File: src/rtl/stage1_flit_arbiter.sv
// stage1_flit_arbiter: merges system, heartbeat-request and data-packet flit
// sources onto the single stage-1 input. System beats heartbeat, which beats
// data. A data packet holds the output from head to tail. An offered but
// refused flit is frozen in place until stage 1 takes it.
// Optional build macro: STAGE1_ARB_STARVATION_GUARD_EN adds an aging counter
// that promotes a long-refused data head above system and heartbeat traffic.

package types;
    typedef logic [31:0] flit_t;
endpackage

module stage1_flit_arbiter #(
    parameter int STARVE_LIMIT = 16
) (
    input  logic         nocclk,
    input  logic         rst,
    input  logic         in_sys_valid,
    input  types::flit_t in_sys_flit,
    output logic         out_sys_ready,
    input  logic         in_hb_valid,
    input  types::flit_t in_hb_flit,
    output logic         out_hb_ready,
    input  logic         in_data_valid,
    input  types::flit_t in_data_flit,
    input  logic         in_data_is_head,
    input  logic         in_data_is_tail,
    output logic         out_flit_valid,
    output types::flit_t out_flit,
    input  logic         in_flit_ready,
    output logic [2:0]   out_grant,
    output logic         out_locked,
    output logic         out_promote
);

    if (STARVE_LIMIT < 1) begin : g_bad_limit
        $error("STARVE_LIMIT must be >= 1");
    end

    // Grant bit positions: [0]=sys, [1]=hb, [2]=data
    localparam logic [2:0] G_NONE = 3'b000;
    localparam logic [2:0] G_SYS  = 3'b001;
    localparam logic [2:0] G_HB   = 3'b010;
    localparam logic [2:0] G_DATA = 3'b100;

    typedef enum logic [1:0] {ARB, HOLD, LOCK} state_t;

    state_t     state;
    logic [2:0] grant_q;
    logic       locked;
    logic [2:0] grant;
    logic       fire;
    logic       data_fire;
    logic       data_head;
    logic       promo_sel;

    assign data_head = in_data_valid && in_data_is_head;

`ifdef STAGE1_ARB_STARVATION_GUARD_EN
    localparam int CW = $clog2(STARVE_LIMIT + 1);

    logic [CW-1:0] wait_cnt;
    logic          promo_held;

    // A starved head jumps the queue on a fresh arbitration decision only
    assign promo_sel = (state == ARB) && data_head && (wait_cnt >= CW'(STARVE_LIMIT));
`else
    assign promo_sel = 1'b0;
`endif

    // Grant selection: fresh priority pick in ARB, frozen in HOLD, data-only in LOCK
    always_comb begin
        grant = G_NONE;
        if (!rst) begin
            case (state)
                ARB: begin
                    if (promo_sel)         grant = G_DATA;
                    else if (in_sys_valid) grant = G_SYS;
                    else if (in_hb_valid)  grant = G_HB;
                    else if (data_head)    grant = G_DATA;
                end
                HOLD:    grant = grant_q;
                LOCK:    if (in_data_valid) grant = G_DATA;
                default: grant = G_NONE;
            endcase
        end
    end

    // Zero-latency output mux driven by the one-hot grant
    always_comb begin
        out_flit = '0;
        if (grant[0])      out_flit = in_sys_flit;
        else if (grant[1]) out_flit = in_hb_flit;
        else if (grant[2]) out_flit = in_data_flit;
    end

    assign out_flit_valid = (grant[0] && in_sys_valid) ||
                            (grant[1] && in_hb_valid)  ||
                            (grant[2] && in_data_valid);
    assign fire           = out_flit_valid && in_flit_ready;
    assign data_fire      = fire && grant[2];
    assign out_sys_ready  = in_flit_ready && grant[0];
    assign out_hb_ready   = in_flit_ready && grant[1];
    assign out_grant      = grant;
    assign out_locked     = locked;

    // Arbitration FSM: freeze refused grants, lock the output across a packet
    always_ff @(posedge nocclk) begin
        if (rst) begin
            state   <= ARB;
            grant_q <= G_NONE;
            locked  <= 1'b0;
        end else begin
            case (state)
                ARB, HOLD: begin
                    if (fire) begin
                        grant_q <= G_NONE;
                        if (grant[2] && in_data_is_head && !in_data_is_tail) begin
                            state  <= LOCK;
                            locked <= 1'b1;
                        end else begin
                            state <= ARB;
                        end
                    end else if (grant != G_NONE) begin
                        state   <= HOLD;
                        grant_q <= grant;
                    end
                end
                LOCK: begin
                    if (data_fire && in_data_is_tail) begin
                        state  <= ARB;
                        locked <= 1'b0;
                    end
                end
                default: begin
                    state   <= ARB;
                    grant_q <= G_NONE;
                    locked  <= 1'b0;
                end
            endcase
        end
    end

`ifdef STAGE1_ARB_STARVATION_GUARD_EN
    // Age a refused data head; remember whether a frozen data grant was a promotion
    always_ff @(posedge nocclk) begin
        if (rst) begin
            wait_cnt   <= '0;
            promo_held <= 1'b0;
        end else begin
            if (data_fire && in_data_is_head)
                wait_cnt <= '0;
            else if (state != LOCK && data_head && !grant[2] &&
                     wait_cnt < CW'(STARVE_LIMIT))
                wait_cnt <= wait_cnt + 1'b1;

            if (state == ARB)
                promo_held <= promo_sel && !fire;
            else if (fire)
                promo_held <= 1'b0;
        end
    end

    assign out_promote = data_fire && (promo_sel || (state == HOLD && promo_held));
`else
    assign out_promote = 1'b0;
`endif

endmodule

File: config.mk
export PLATFORM = sky130hd
export DESIGN_NAME = stage1_flit_arbiter
export DESIGN_NICKNAME = d
export VERILOG_FILES = /design/src/rtl/stage1_flit_arbiter.sv
export SDC_FILE = /design/constraint.sdc
export NUM_CORES = 1
export LEC_CHECK = 0
export ABC_AREA = 1
export ABC_CLOCK_PERIOD_IN_PS = 2029
export CAP_MARGIN = 20
export CORE_UTILIZATION = 24
export CTS_BUF_LIST = sky130_fd_sc_hd__clkbuf_16
export DETAILED_ROUTE_END_ITERATION = 12
export GPL_TIMING_DRIVEN = 0
export HOLD_SLACK_MARGIN = 0.1
export PLACE_DENSITY = 0.78
export SLEW_MARGIN = 20
export SYNTH_ARGS = -nofsm -noshare
export SYNTH_HDL_FRONTEND = slang
export SYNTH_SLANG_ARGS = --single-unit
export TNS_END_PERCENT = 30
File: constraint.sdc
create_clock -name nocclk -period 2.03 [get_ports nocclk]
set_clock_uncertainty 0.05 [all_clocks]
set_input_delay 0.609 -clock nocclk [delete_from_list [all_inputs] [get_ports nocclk]]
set_output_delay 0.609 -clock nocclk [all_outputs]
set_load 0.02 [all_outputs]
==> impl_metrics.ini, run 1 <==
[global_route]
grt.overflow.total = 0
groute.usage.overall = 0.272
antenna_found_initial = 0
grt_max_degree = 11
grt_pass1_wl_um = 11100
grt_pass1_vias = 2338

[status]
violations = negative setup slack
status = finished, violations left

[cts]
numCtsBuffers = 3
hold_buffers = 0
cts-htree-levels = 1
path_clk_slew_ns = 0.03
cts-root-buf = clkbuf_16
clk_path_buf_depth = 2
clk_latency_ns = 0.23
cts_sinks = 6
cts_tree = done

[die]
core_area_mm2 = 0.00469
die_area_mm2 = 0.00515
die_y_um = 71.8
ios = 144
start_util = 0.249
die_w_um = 71.8
row_count = 25

[detailed_routing]
routedWlPerCell_um = 17.2
first_pass_iters = 6
drc = 0
drtAntennaViolNets = 0
viasPerCell = 5.23
num_vias = 2332
drt_wl_total_um = 7650
drt-initial-drc-count = 57

[synthesis]
synth_top_area_frac = 0.291
syn_area_mm2 = 0.00117
synth.area.top_cells = nand3_1 (29%), a21oi_1 (18%), dfxtp_1 (10%)
synth_fp_nets = 321
synth_largest_area_cell = nand3_1
synthCells = 217
ys_types = 19
ys_warn_count = 0
synth.avg_cell_area_um2 = 5.39
ys_ff_latch = 6
seq_area_frac_synth = 0.103

[critical_path]
crit_path_end_kind = primary output
path_class = in2out
start_kind = input port
crit_required_ns = 1.37
worst-path-max-fanout = 5
cp.arrival_ns = 1.80

[sta]
setup_viol = 38
fmax_mhz = 406
period_needed_ns = 2.46
whs_ns = 0.424
drv_slew = 0
rsz0062_at_grt = true
min_period_over_period = 1.21
fin_setup_tns_ns = -12.61
fin_ws_ns = -0.431
hold_viol_final = 0

[run]
max_cap_violations = 0

[pwr]
irDropWorstVdd_v = 0.000351
p_leak_nw = 1.60
powerDensity_mw_per_mm2 = 387

[placement]
hpwl_um = 4480
place_inst = 413
portBuffers = 142
place.gp.congestion = 0.890

[cells_and_area]
mostFrequentLayoutCell = clkdlybuf4s50_1
layout-drive-gt1-share = 0.528
fillers = 256
antenna_cells = 0
area_delta_synth_final_pct = 240
fin_nets = 498
layout_common_cells = clkdlybuf4s50_1 (98), buf_6 (49), nand3_2 (33), nand2_1 (28), nand3_1 (23)
finalNonFillerCells = 446
final_util = 0.847

[worst_hold_path]
hp-class = reg2reg
## path summary, 6_finish.rpt
check | startpoint | endpoint | slack [ns] | depth (start not counted)
max | in_hb_valid | out_flit[27] | -0.43 | 12
min | grant_q[1] | grant_q[1] | 0.42 | 2
max reg2reg | state[0] | out_locked | 0.38 | 11
min reg2reg | grant_q[1] | grant_q[1] | 0.42 | 2
## power by group
group / total [mW] / internal, mW / leakage, nW / switching (mW)
registers: 0.135 / 0.124 / 0.0503 / 0.0107
logic: 1.08 / 0.580 / 1.52 / 0.503
clock network: 0.319 / 0.253 / 0.0370 / 0.0666
total: 1.54 / 0.957 / 1.60 / 0.580
## synth_stat cells
library cell,count
nand3_1,68
a21oi_1,41
nand2_1,32
nor2_1,26
buf_2,10
inv_1,9
buf_4,6
dfxtp_1,6
nand2_2,4
inv_2,3
nor2_4,3
nand3_2,2
buf_6,1
clkinv_1,1
conb_1,1
inv_4,1
nand2_4,1
nor2_8,1
o211a_1,1
## per-stage QoR
step           cell area (µm²)  setup WS, ns  power, mW
2_1_floorplan             1440        -0.122      0.535
3_3_place_gp              2930         -1.46      0.945
3_5_place_dp              2930         -1.45      0.952
4_1_cts                   3820        -0.446       1.48
5_1_grt                   3980        -0.518       1.60
6_report                  3980        -0.431       1.54
## layout make-up
cell class,instances,area [µm²],area share
Timing Repair Buffer,174,1920,0.482
Multi-Input combinational cell,180,1510,0.380
Buffer,15,201,0.0507
Sequential cell,6,128,0.0321
Clock buffer,3,75.1,0.0189
Inverter,14,75.1,0.0189
Tap cell,54,67.6,0.0170
## kinds of logic (layout without fill, tap and decap cells)
kind of cell / after synthesis / in the layout / synth area share
flip-flops: 6 / 6 / 0.103
AO/OA/AOI/OAI: 42 / 42 / 0.184
buffers and inverters: 31 / 206 / 0.138
other: 1 / 1 / 0.00321
AND/OR/NAND/NOR: 137 / 137 / 0.572
## sequential cells by signal, indices dropped and copies added (netlist names)
name	flops
grant_q	3
out_locked	1
state	2
## per-layer routing
metal / track usage / up-vias / part of all wire
met1: 0.270 / 1086 / 0.35
met3: 0.0563 / 14 / 0.078
met5: 0 / - / 0
met2: 0.572 / 137 / 0.56
met4: 0.0501 / 0 / 0.019
li1: - / 1095 / -
## worst max-delay path, stage by stage
cell,delay [ns]
buf_6,0.10
nor2_2,0.10
nand3_2,0.07
nand2_2,0.09
nand2_4,0.06
inv_4,0.08
buf_12,0.11
buf_12,0.11
buf_8,0.12
nand3_4,0.07
a21oi_4,0.15
buf_6,0.13
## repair_timing
| item | CTS | global route |
|---|---|---|
| setup buffers | 22 | 4 |
| cloned | 6 | 1 |
| endpoints found under the setup margin | 44 | 38 |
| pin swaps | 26 | 12 |
| resized for setup | 356 | 35 |
(Power assumes the default switching activity.)
==> run 2: changes to the inputs <==
- ABC_AREA: 1 -> 0
- PLACE_DENSITY: 0.78 -> 0.79
==> run 2 against run 1 <==
  * Via count down 19%
  * Area after synthesis down 2.1%
  * Critical path type unchanged
  * Fmax down 9.9%
  * The run ends with design-rule violations, negative setup slack left
  * Register-to-register slack worse by 0.08 ns
  * Global-route usage down 4.0 points
  * Sequential share of layout area up 0.84 points
  * Die area down 2.1%
  * Critical endpoint is now out_flit[18]
==> impl_metrics.ini, run 2 <==
[status]
status = finished, violations left
violations = design-rule violations, negative setup slack

[cells_and_area]
fin_nets = 412
largest_reg_flops = 3
area_delta_synth_final_pct = 167
multiInputGateArea_mm2 = 0.00121
mostFrequentLayoutCell = clkdlybuf4s50_1
final_util = 0.683
regArea_um2 = 124
antenna_cells = 0
fillers = 381
largest_register = grant_q
layout-drive-gt1-share = 0.402
layout_common_cells = clkdlybuf4s50_1 (98), buf_6 (29), nor2_1 (22), nor2_2 (18), a221o_1 (14)

[synthesis]
synth_edf_count = 0
syn_area_mm2 = 0.00114
synth.avg_cell_area_um2 = 7.43
seq_area_frac_synth = 0.105
synth_top_family_by_area = compound AO/OA/AOI/OAI gates
ys_types = 40
ys_warn_count = 0
synth.area.top_cells = nor2_1 (13%), a221oi_2 (13%), a221o_1 (12%)
synth_top_area_frac = 0.135
ys_ff_latch = 6
synth_fp_nets = 258
synthSimpleGateAreaFrac = 0.328
yosysMostFrequentCell = nor2_1
synth_compound_area_frac = 0.466
synth.top_cells.by_count = nor2_1 (41), and3_1 (15), a221o_1 (14), a221oi_2 (10), a221oi_1 (8)
synthCells = 154
synthMuxAreaShare = 0.00985
synthAdderAreaFrac = 0
async_reset_ff_frac = 0
synth_xor_area_frac = 0
synth_ff_type = dfxtp_1
synth_largest_area_cell = nor2_1

[detailed_routing]
first_pass_iters = 8
drc = 13
drtAntennaViolNets = 0
num_vias = 1890
routedWlPerCell_um = 17.5
viasPerCell = 5.28
drt_wl_total_um = 6270
drt-initial-drc-count = 76

[sta]
min_period_over_period = 1.35
rsz0062_at_grt = true
setup_viol = 38
fin_setup_tns_ns = -23.30
period_needed_ns = 2.73
whs_ns = 0.418
fin_ws_ns = -0.701
drv_slew = 0
hold_viol_final = 0
fmax_mhz = 366

[global_route]
grt_max_degree = 11
groute.usage.overall = 0.232
grt_pass1_wl_um = 9330
grt_pass1_vias = 1866
grt.overflow.total = 0
antenna_found_initial = 0

[cts]
cts_tree = done
clk_latency_ns = 0.23
path_clk_slew_ns = 0.03
cts_sinks = 6
numCtsBuffers = 3
cts-htree-levels = 1
hold_buffers = 0
clk_path_buf_depth = 2
cts-root-buf = clkbuf_16

[die]
die_y_um = 71.0
start_util = 0.256
die_w_um = 71.0
ios = 144
row_count = 24
die_area_mm2 = 0.00505
core_area_mm2 = 0.00447

[critical_path]
start_kind = input port
crit_path_end_kind = primary output
path_class = in2out
crit_required_ns = 1.37
cp.arrival_ns = 2.07
worst-path-max-fanout = 8

[pwr]
p_total_mw = 1.17
irDropWorstVdd_v = 0.000655
powerDensity_mw_per_mm2 = 382
p_leak_nw = 1.26

[run]
max_cap_violations = 0

[placement]
portBuffers = 141
place.gp.congestion = 0.921
hpwl_um = 4500

[worst_hold_path]
hp-class = reg2reg
run 2: changes by cell type in the layout (fill, tap and decap cells not counted), moves of 12 or more:
| cell | previous run | this run |
|---|---|---|
| nand3_4 | 14 | 1 |
| nand3_1 | 23 | 0 |
| nand3_2 | 33 | 0 |
| a221o_1 | 0 | 14 |
| buf_6 | 49 | 29 |
| nand2_1 | 28 | 3 |
| a21oi_4 | 15 | 1 |
| nor2_1 | 8 | 22 |
| a21oi_2 | 12 | 0 |
| buf_2 | 0 | 13 |
run 2: cell families (layout without fill, tap and decap cells):
logic type	Yosys count	count (layout)
flip-flops	6	6
AO/OA/AOI/OAI	53	53
buffers and inverters	18	170
AND/OR/NAND/NOR	75	75
multiplexers	1	1
other	1	1
run 2: through the flow:
step / cells / setup slack [ns] / instance area (µm²)
finish: 358 / -0.701 / 3060
global route: 358 / -0.780 / 3060
CTS: 358 / -0.734 / 2940
detailed placement: 347 / -1.75 / 2700
floorplan: 154 / -0.437 / 1220
global placement: 347 / -1.75 / 2700
run 2: path summary, 6_finish.rpt:
check | start | cells past startpoint | endpoint | slack [ns]
hold / removal | out_locked | 2 | out_locked | 0.42
setup / recovery | in_sys_valid | 8 | out_flit[18] | -0.70
hold reg to reg | out_locked | 2 | out_locked | 0.42
setup reg to reg | state[0] | 5 | out_locked | 0.30
run 2: worst max-delay path, stage by stage:
cell and delay, ns:
buf_8 0.10, or3b_4 0.40, a21boi_4 0.25, a211oi_4 0.08, buf_6 0.18, a221oi_4 0.25
nor2_2 0.07, buf_6 0.13
run 2: final cells by class:
cell class / count / share of cell area
clock buffers: 3 / 0.0246
plain buffers: 12 / 0.0372
inverters: 4 / 0.00573
flip-flops and latches: 6 / 0.0405
multi-input cells: 130 / 0.395
well taps: 52 / 0.0213
repair buffers: 151 / 0.475
run 2: where the power goes:
group | internal [mW] | leakage [nW] | switching (mW)
registers | 0.124 | 0.0494 | 0.00679
clock network | 0.253 | 0.0370 | 0.0731
logic | 0.398 | 1.18 | 0.311
total | 0.776 | 1.26 | 0.391
run 2: repair_timing:
| item | CTS | global route |
|---|---|---|
| cloned | 2 | 0 |
| setup endpoints to repair | 44 | 38 |
| resized for setup | 236 | 29 |
| setup buffers | 8 | 1 |
| pin swaps | 14 | 12 |
run 2: per-layer routing:
metal / GRT usage / wire [µm] / part of all wire
met1: 0.270 / 2430 / 0.39
met2: 0.425 / 3120 / 0.50
met3: 0.0470 / 531 / 0.085
met4: 0.0733 / 184 / 0.029
met5: 0 / 0 / 0
